### config.mk
export PLATFORM = sky130hd
export DESIGN_NAME = pwm_deadtime_mc_flat
export DESIGN_NICKNAME = d
export VERILOG_FILES = /design/src/rtl/pwm_deadtime_mc_if.sv /design/src/rtl/pwm_deadtime_mc.sv /design/src/flat_wrapper.sv
export SDC_FILE = /design/constraint.sdc
export NUM_CORES = 1
export LEC_CHECK = 0
export CAP_MARGIN = 20
export CORE_MARGIN = 10
export CORE_UTILIZATION = 35
export DETAILED_ROUTE_END_ITERATION = 16
export SLEW_MARGIN = 10
export SYNTH_ARGS = -nofsm -noshare
export SYNTH_HDL_FRONTEND = slang
export SYNTH_SLANG_ARGS = --single-unit
### constraint.sdc
create_clock -name clk -period 3.9 [get_ports clk]
set_input_delay 0.78 -clock clk [delete_from_list [all_inputs] [get_ports clk]]
set_output_delay 0.78 -clock clk [all_outputs]
set_load 0.005 [all_outputs]
### src/rtl/pwm_deadtime_mc_if.sv
// ---------------------------------------------------------------------------
// pwm_deadtime_mc_if
// Bundle between the control/register side and the complementary PWM block.
//
// Signals:
//   en          run enable; 0 forces the block idle
//   cfg_load    single-cycle strobe capturing period_in/duty_in/dt_in
//   period_in   terminal count (period = period_in + 1 cycles)
//   duty_in     per-channel duty, channel i at [i*CNT_W +: CNT_W]
//   dt_in       shared dead-time in clock cycles
//   pwm_h/pwm_l high-side / low-side gate outputs, one bit per channel
//   period_end  one-cycle pulse coinciding with counter value 0
//
// Transfer semantics: cfg_load is a plain strobe with no ready/valid pair.
// Every cycle with cfg_load=1 is accepted unconditionally and overwrites the
// pending configuration; there is no back-pressure. Outputs are registered.
// ---------------------------------------------------------------------------
interface pwm_deadtime_mc_if #(
  parameter int N_CH  = 3,
  parameter int CNT_W = 16,
  parameter int DT_W  = 8
);
  logic                    en;
  logic                    cfg_load;
  logic [CNT_W-1:0]        period_in;
  logic [N_CH*CNT_W-1:0]   duty_in;
  logic [DT_W-1:0]         dt_in;
  logic [N_CH-1:0]         pwm_h;
  logic [N_CH-1:0]         pwm_l;
  logic                    period_end;

  modport master (
    output en, cfg_load, period_in, duty_in, dt_in,
    input  pwm_h, pwm_l, period_end
  );

  modport slave (
    input  en, cfg_load, period_in, duty_in, dt_in,
    output pwm_h, pwm_l, period_end
  );
endinterface

### src/rtl/pwm_deadtime_mc.sv
// ---------------------------------------------------------------------------
// pwm_deadtime_mc
// Multi-channel complementary PWM with break-before-make dead-time.
// A shared up-counter defines the carrier; each channel compares it against
// its duty and drives a high/low pair separated by dt_act idle cycles.
// Period, duties and dead-time are double-buffered (pending -> active) and
// only move to active at a wrap or while disabled.
//
// Ports:
//   clk  system clock, rising edge
//   rst  synchronous reset, active-high; overrides en and cfg_load
//   bus  pwm_deadtime_mc_if.slave (en, cfg_load, period_in, duty_in, dt_in,
//        pwm_h, pwm_l, period_end)
// ---------------------------------------------------------------------------
module pwm_deadtime_mc #(
  parameter int N_CH  = 3,
  parameter int CNT_W = 16,
  parameter int DT_W  = 8
) (
  input  logic             clk,
  input  logic             rst,
  pwm_deadtime_mc_if.slave bus
);

  logic [CNT_W-1:0] r_cnt;
  logic [CNT_W-1:0] r_period_pend;
  logic [CNT_W-1:0] r_period_act;
  logic [CNT_W-1:0] r_duty_pend [N_CH];
  logic [CNT_W-1:0] r_duty_act  [N_CH];
  logic [DT_W-1:0]  r_dt_pend;
  logic [DT_W-1:0]  r_dt_act;
  logic [N_CH-1:0]  r_raw_q;
  logic [DT_W-1:0]  r_dtc [N_CH];
  logic [N_CH-1:0]  r_pwm_h;
  logic [N_CH-1:0]  r_pwm_l;
  logic             r_period_end;

  logic             w_wrap;
  logic [N_CH-1:0]  w_raw;
  logic [N_CH-1:0]  w_raw_q_next;
  logic [DT_W-1:0]  w_dtc_next [N_CH];
  logic [N_CH-1:0]  w_h_next;
  logic [N_CH-1:0]  w_l_next;

  assign w_wrap = bus.en && (r_cnt == r_period_act);

  // Outputs are computed from the *next* raw_q/dtc so the outgoing side
  // drops on the very edge that sees the raw change, and the incoming side
  // rises exactly dt_act cycles later. h and l need opposite raw_q values,
  // so they can never be high together.
  always_comb begin
    w_raw        = '0;
    w_raw_q_next = '0;
    w_h_next     = '0;
    w_l_next     = '0;
    for (int i = 0; i < N_CH; i++) begin
      w_dtc_next[i] = '0;
      w_raw[i]      = (r_cnt < r_duty_act[i]);
      if (!bus.en) begin
        w_raw_q_next[i] = 1'b0;
        w_dtc_next[i]   = '0;
      end else if (w_raw[i] != r_raw_q[i]) begin
        // Any edge (even one inside a running gap) restarts the gap, which
        // swallows raw pulses no longer than the dead-time.
        w_raw_q_next[i] = w_raw[i];
        w_dtc_next[i]   = r_dt_act;
      end else begin
        w_raw_q_next[i] = r_raw_q[i];
        w_dtc_next[i]   = (r_dtc[i] != '0) ? (r_dtc[i] - DT_W'(1)) : '0;
      end
      w_h_next[i] = bus.en &  w_raw_q_next[i] & (w_dtc_next[i] == '0);
      w_l_next[i] = bus.en & ~w_raw_q_next[i] & (w_dtc_next[i] == '0);
    end
  end

  always_ff @(posedge clk) begin
    if (rst) begin
      r_cnt         <= '0;
      r_period_pend <= '0;
      r_period_act  <= '0;
      r_dt_pend     <= '0;
      r_dt_act      <= '0;
      r_raw_q       <= '0;
      r_pwm_h       <= '0;
      r_pwm_l       <= '0;
      r_period_end  <= 1'b0;
      for (int i = 0; i < N_CH; i++) begin
        r_duty_pend[i] <= '0;
        r_duty_act[i]  <= '0;
        r_dtc[i]       <= '0;
      end
    end else begin
      if (bus.cfg_load) begin
        r_period_pend <= bus.period_in;
        r_dt_pend     <= bus.dt_in;
        for (int i = 0; i < N_CH; i++) begin
          r_duty_pend[i] <= bus.duty_in[i*CNT_W +: CNT_W];
        end
      end

      // Non-blocking copy: a cfg_load landing on the wrap cycle still
      // applies the previous pending value here.
      if (w_wrap || !bus.en) begin
        r_period_act <= r_period_pend;
        r_dt_act     <= r_dt_pend;
        for (int i = 0; i < N_CH; i++) begin
          r_duty_act[i] <= r_duty_pend[i];
        end
      end

      if (!bus.en || w_wrap) begin
        r_cnt <= '0;
      end else begin
        r_cnt <= r_cnt + CNT_W'(1);
      end

      r_period_end <= w_wrap;
      r_raw_q      <= w_raw_q_next;
      r_pwm_h      <= w_h_next;
      r_pwm_l      <= w_l_next;
      for (int i = 0; i < N_CH; i++) begin
        r_dtc[i] <= w_dtc_next[i];
      end
    end
  end

  assign bus.pwm_h      = r_pwm_h;
  assign bus.pwm_l      = r_pwm_l;
  assign bus.period_end = r_period_end;

endmodule
### src/flat_wrapper.sv
// flat-port wrapper written by rule: the top's interface ports become plain ports
module pwm_deadtime_mc_flat 
#(
  parameter int N_CH  = 3,
  parameter int CNT_W = 16,
  parameter int DT_W  = 8
)
  (clk, rst, bus_en, bus_cfg_load, bus_period_in, bus_duty_in, bus_dt_in, bus_pwm_h, bus_pwm_l, bus_period_end);
  pwm_deadtime_mc_if #(.N_CH(N_CH), .CNT_W(CNT_W), .DT_W(DT_W)) bus_i ();
  input  logic clk;
  input  logic rst;
  input wire logic [$bits(bus_i.en)-1:0] bus_en;
  input wire logic [$bits(bus_i.cfg_load)-1:0] bus_cfg_load;
  input wire logic [$bits(bus_i.period_in)-1:0] bus_period_in;
  input wire logic [$bits(bus_i.duty_in)-1:0] bus_duty_in;
  input wire logic [$bits(bus_i.dt_in)-1:0] bus_dt_in;
  output wire logic [$bits(bus_i.pwm_h)-1:0] bus_pwm_h;
  output wire logic [$bits(bus_i.pwm_l)-1:0] bus_pwm_l;
  output wire logic [$bits(bus_i.period_end)-1:0] bus_period_end;
  assign bus_i.en = bus_en;
  assign bus_i.cfg_load = bus_cfg_load;
  assign bus_i.period_in = bus_period_in;
  assign bus_i.duty_in = bus_duty_in;
  assign bus_i.dt_in = bus_dt_in;
  assign bus_pwm_h = bus_i.pwm_h;
  assign bus_pwm_l = bus_i.pwm_l;
  assign bus_period_end = bus_i.period_end;
  pwm_deadtime_mc #(.N_CH(N_CH), .CNT_W(CNT_W), .DT_W(DT_W)) u_core (.clk(clk), .rst(rst), .bus(bus_i));
endmodule
==> run summary <==
EDFF count, synth -> 96
Setup TNS Final -> 0 ps
commonest cells after routing, fill and taps aside -> 102 x and2_1, 98 x dfxtp_1, 96 x edfxtp_1, 82 x nor2_1, 82 x clkdlybuf4s50_1
Max Cap Viol -> 0
sequential share of the synthesized area -> 54.03%
initial antenna violation count -> 0
later-pin clock latency in the skew report -> 440 ps
share of cells above drive strength 1 -> 6.623%
worst reg2reg path depth -> 12
Setup crit start -> u_core.r_cnt[9]
CP peak stage delay -> 510 ps
WP data required -> 4280 ps
Initial Util -> 35.61%
worst reg2reg path startpoint -> u_core.r_cnt[9]
CP Max Fanout -> 20
RSZ-0062 raised after global routing -> no
Core Util, Final -> 42.75%
Worst Hold Class -> flip-flop to flip-flop
Clock Skew -> 13.46 ps
top_reg_cell synth -> dfxtp_1
syn avg cell area -> 11.02 µm²
Relative slew margins -> 48.59%
Total Routing Usage GR -> 11.55%
top-area cell type share of the netlist area -> 32.15%
first-pass GRT wire length -> 30810 µm
I/O pin count -> 83
asr flop ratio synth -> 0%
Area growth, synth to finish -> 20.04%
most common cell after layout, fill and taps aside -> and2_1
clock tree buffer depth -> 2
Setup crit end kind -> flip-flop
gr ovfl total -> 0
vias per cell -> 4.796
f_max -> 290.2 MHz
DR iter-0 viols -> 377
worst vdd ir -> 0.0002472 V
CP arrival -> 3830 ps
diode count -> 0
CTS tree -> done
final period utilization -> 88.35%
total power draw -> 4.843 mW
CTS sink cnt -> 194
Min Hold Slack -> 473.3 ps
# port buffers -> 82
drt pass-1 iters -> 4
Via Count -> 5928
Pwr Density -> 449.9 nW/µm²
gpl congestion -> 0.8186
Worst Tran Pin Value -> 771.1 ps
die area -> 32420 µm²
reg2reg setup slack -> 450 ps
die width -> 180.1 µm
Synth Instances -> 814
CTS buffer count -> 17
Clock Tree Root -> clkbuf_16
CP top delay family -> compound AO/OA/AOI/OAI gates
r2r endpoint -> u_core.bus.pwm_l[0]
slowest CP cell -> ha_1
H-tree levels -> 4
Final setup viols -> 0
leak pwr -> 4.456 nW
clk slew on worst S/H paths -> 80 ps
CP Depth -> 12
top post-synthesis cells by area -> edfxtp_1 32%, dfxtp_1 22%, ha_1 7.7%
HPWL after DPL -> 13450 µm
Die H -> 180.1 µm
CP startpoint kind -> flip-flop
num rows -> 58
Syn Nets -> 945
core area -> 25180 µm²
Critical Path End -> u_core.bus.pwm_l[0]
Final Hold Vio Count -> 0
Final ANT Viol Nets -> 0
status -> complete, no violations
Synth cell types -> 64
minimum clock period -> 3446 ps
mapped cell area -> 8967 µm²
max-slew violation count -> 0
DR WL/cell -> 15.12 µm
critical path class -> flip-flop to flip-flop
cell chain of the critical path -> ha_1 > a21o_1 > a21o_1 > a21oi_1 > o211ai_1 > a31oi_1 > ha_1 > o41ai_1 > a41o_1 > a21oi_1 > a2111oi_1 > and4_1
largest net degree at the start of global routing -> 64
vias in the first global route -> 5928
fin nets -> 1024
#FFs+latches synth -> 194
CP bufs+invs -> 0
synth warn -> 0
DRC Markers -> 0
fillers -> 2379
total wire length -> 18690 µm
Yosys top cell by area -> edfxtp_1
-- where the power goes --
group | switching, mW | leakage, nW | total (mW) | internal, mW
sequential | 0.0812 | 1.86 | 2.41 | 2.33
clock | 0.849 | 0.293 | 1.77 | 0.923
combinational | 0.355 | 2.31 | 0.662 | 0.307
total | 1.28 | 4.46 | 4.84 | 3.56
-- routing by layer --
metal / track usage, % / up-vias / share of wire (%)
met5: 0 / - / 0
met4: 3.904 / 0 / 1.7
met3: 3.112 / 25 / 4.6
met2: 19.00 / 126 / 47
met1: 14.33 / 2738 / 47
li1: - / 3039 / -
-- metrics by stage --
step / setup slack, ps / cells / instance area, µm²
floorplan: 975.3 / 814 / 8967
global placement: 542.8 / 1204 / 10150
detailed placement: 425.3 / 1204 / 10150
CTS: 417.3 / 1236 / 10760
global route: 81.35 / 1236 / 10760
finish: 454.5 / 1236 / 10760
-- worst min path at each step --
stage          slack [ps]  depth (start not counted)               startpoint                      to
6_report              470                          1      u_core.r_dt_pend[6]      u_core.r_dt_act[6]
5_1_grt               490                          1  u_core.r_period_pend[2]  u_core.r_period_act[2]
4_1_cts               470                          1      u_core.r_dt_pend[6]      u_core.r_dt_act[6]
3_5_place_dp          450                          1  u_core.r_period_pend[5]  u_core.r_period_act[5]
3_3_place_gp          450                          1      u_core.r_dt_pend[6]      u_core.r_dt_act[6]
2_1_floorplan         440                          1      u_core.r_dt_pend[0]      u_core.r_dt_act[0]
-- Yosys cell counts (2+ instances only) --
master and n:
a21o_1 13, a21oi_1 22, a22o_1 24, a22oi_1 3
a2bb2oi_1 2, a31o_2 2, a31oi_1 9, a41o_1 2
a41oi_1 3, and2_1 102, and3_1 9, and4_1 4
buf_2 6, buf_6 3, clkbuf_1 23, dfxtp_1 98
edfxtp_1 96, ha_1 55, inv_1 62, mux2i_1 26
nand2_1 14, nand2b_1 5, nand3_1 10, nand3b_1 2
nand4_1 15, nor2_1 82, nor2b_1 8, nor3_1 11
nor4_1 7, o211ai_1 6, o21a_1 3, o21ai_0 13
o22ai_1 2, o41ai_1 2, or3_1 4, or4_1 3
xnor2_1 8, xor2_1 29
-- flip-flops by register name, summed over array words and instances, names as in the netlist --
| name | flops |
|---|---|
| u_core.bus.period_end | 1 |
| u_core.bus.pwm_h | 3 |
| u_core.bus.pwm_l | 3 |
| u_core.r_cnt | 16 |
| u_core.r_dt_act | 8 |
| u_core.r_dt_pend | 8 |
| u_core.r_dtc | 24 |
| u_core.r_duty_act | 48 |
| u_core.r_duty_pend | 48 |
| u_core.r_period_act | 16 |
| u_core.r_period_pend | 16 |
| u_core.r_raw_q | 3 |
-- logic make-up after synthesis --
family | Yosys count | share of synthesized area (%)
AND/OR/NAND/NOR | 287 | 17.73
flip-flops | 194 | 54.03
AO/OA/AOI/OAI | 119 | 9.572
buffers and inverters | 95 | 4.353
adder cells (fa/ha/maj) | 55 | 7.674
XOR/XNOR | 37 | 3.614
multiplexers | 27 | 3.028
-- timing repair --
| action | 4_1_cts | 5_1_grt |
|---|---|---|
| hold buffers | 0 | 0 |
| resized for setup | 0 | 1 |
| hold endpoints to repair | 0 | 0 |
| endpoints found under the setup margin | 0 | 1 |
| setup buffers | 0 | 0 |
-- final cells by class --
type / count / area, µm² / share of cell area [%]
clock inverter: 15 / 188.9 / 1.755
multi-input combinational: 525 / 3744 / 34.78
timing repair buffer: 93 / 915.9 / 8.509
tap: 330 / 412.9 / 3.836
clock buffer: 17 / 425.4 / 3.952
sequential: 194 / 4845 / 45.01
inverter: 62 / 232.7 / 2.162
No activity file was read; power rests on OpenSTA's default activity.
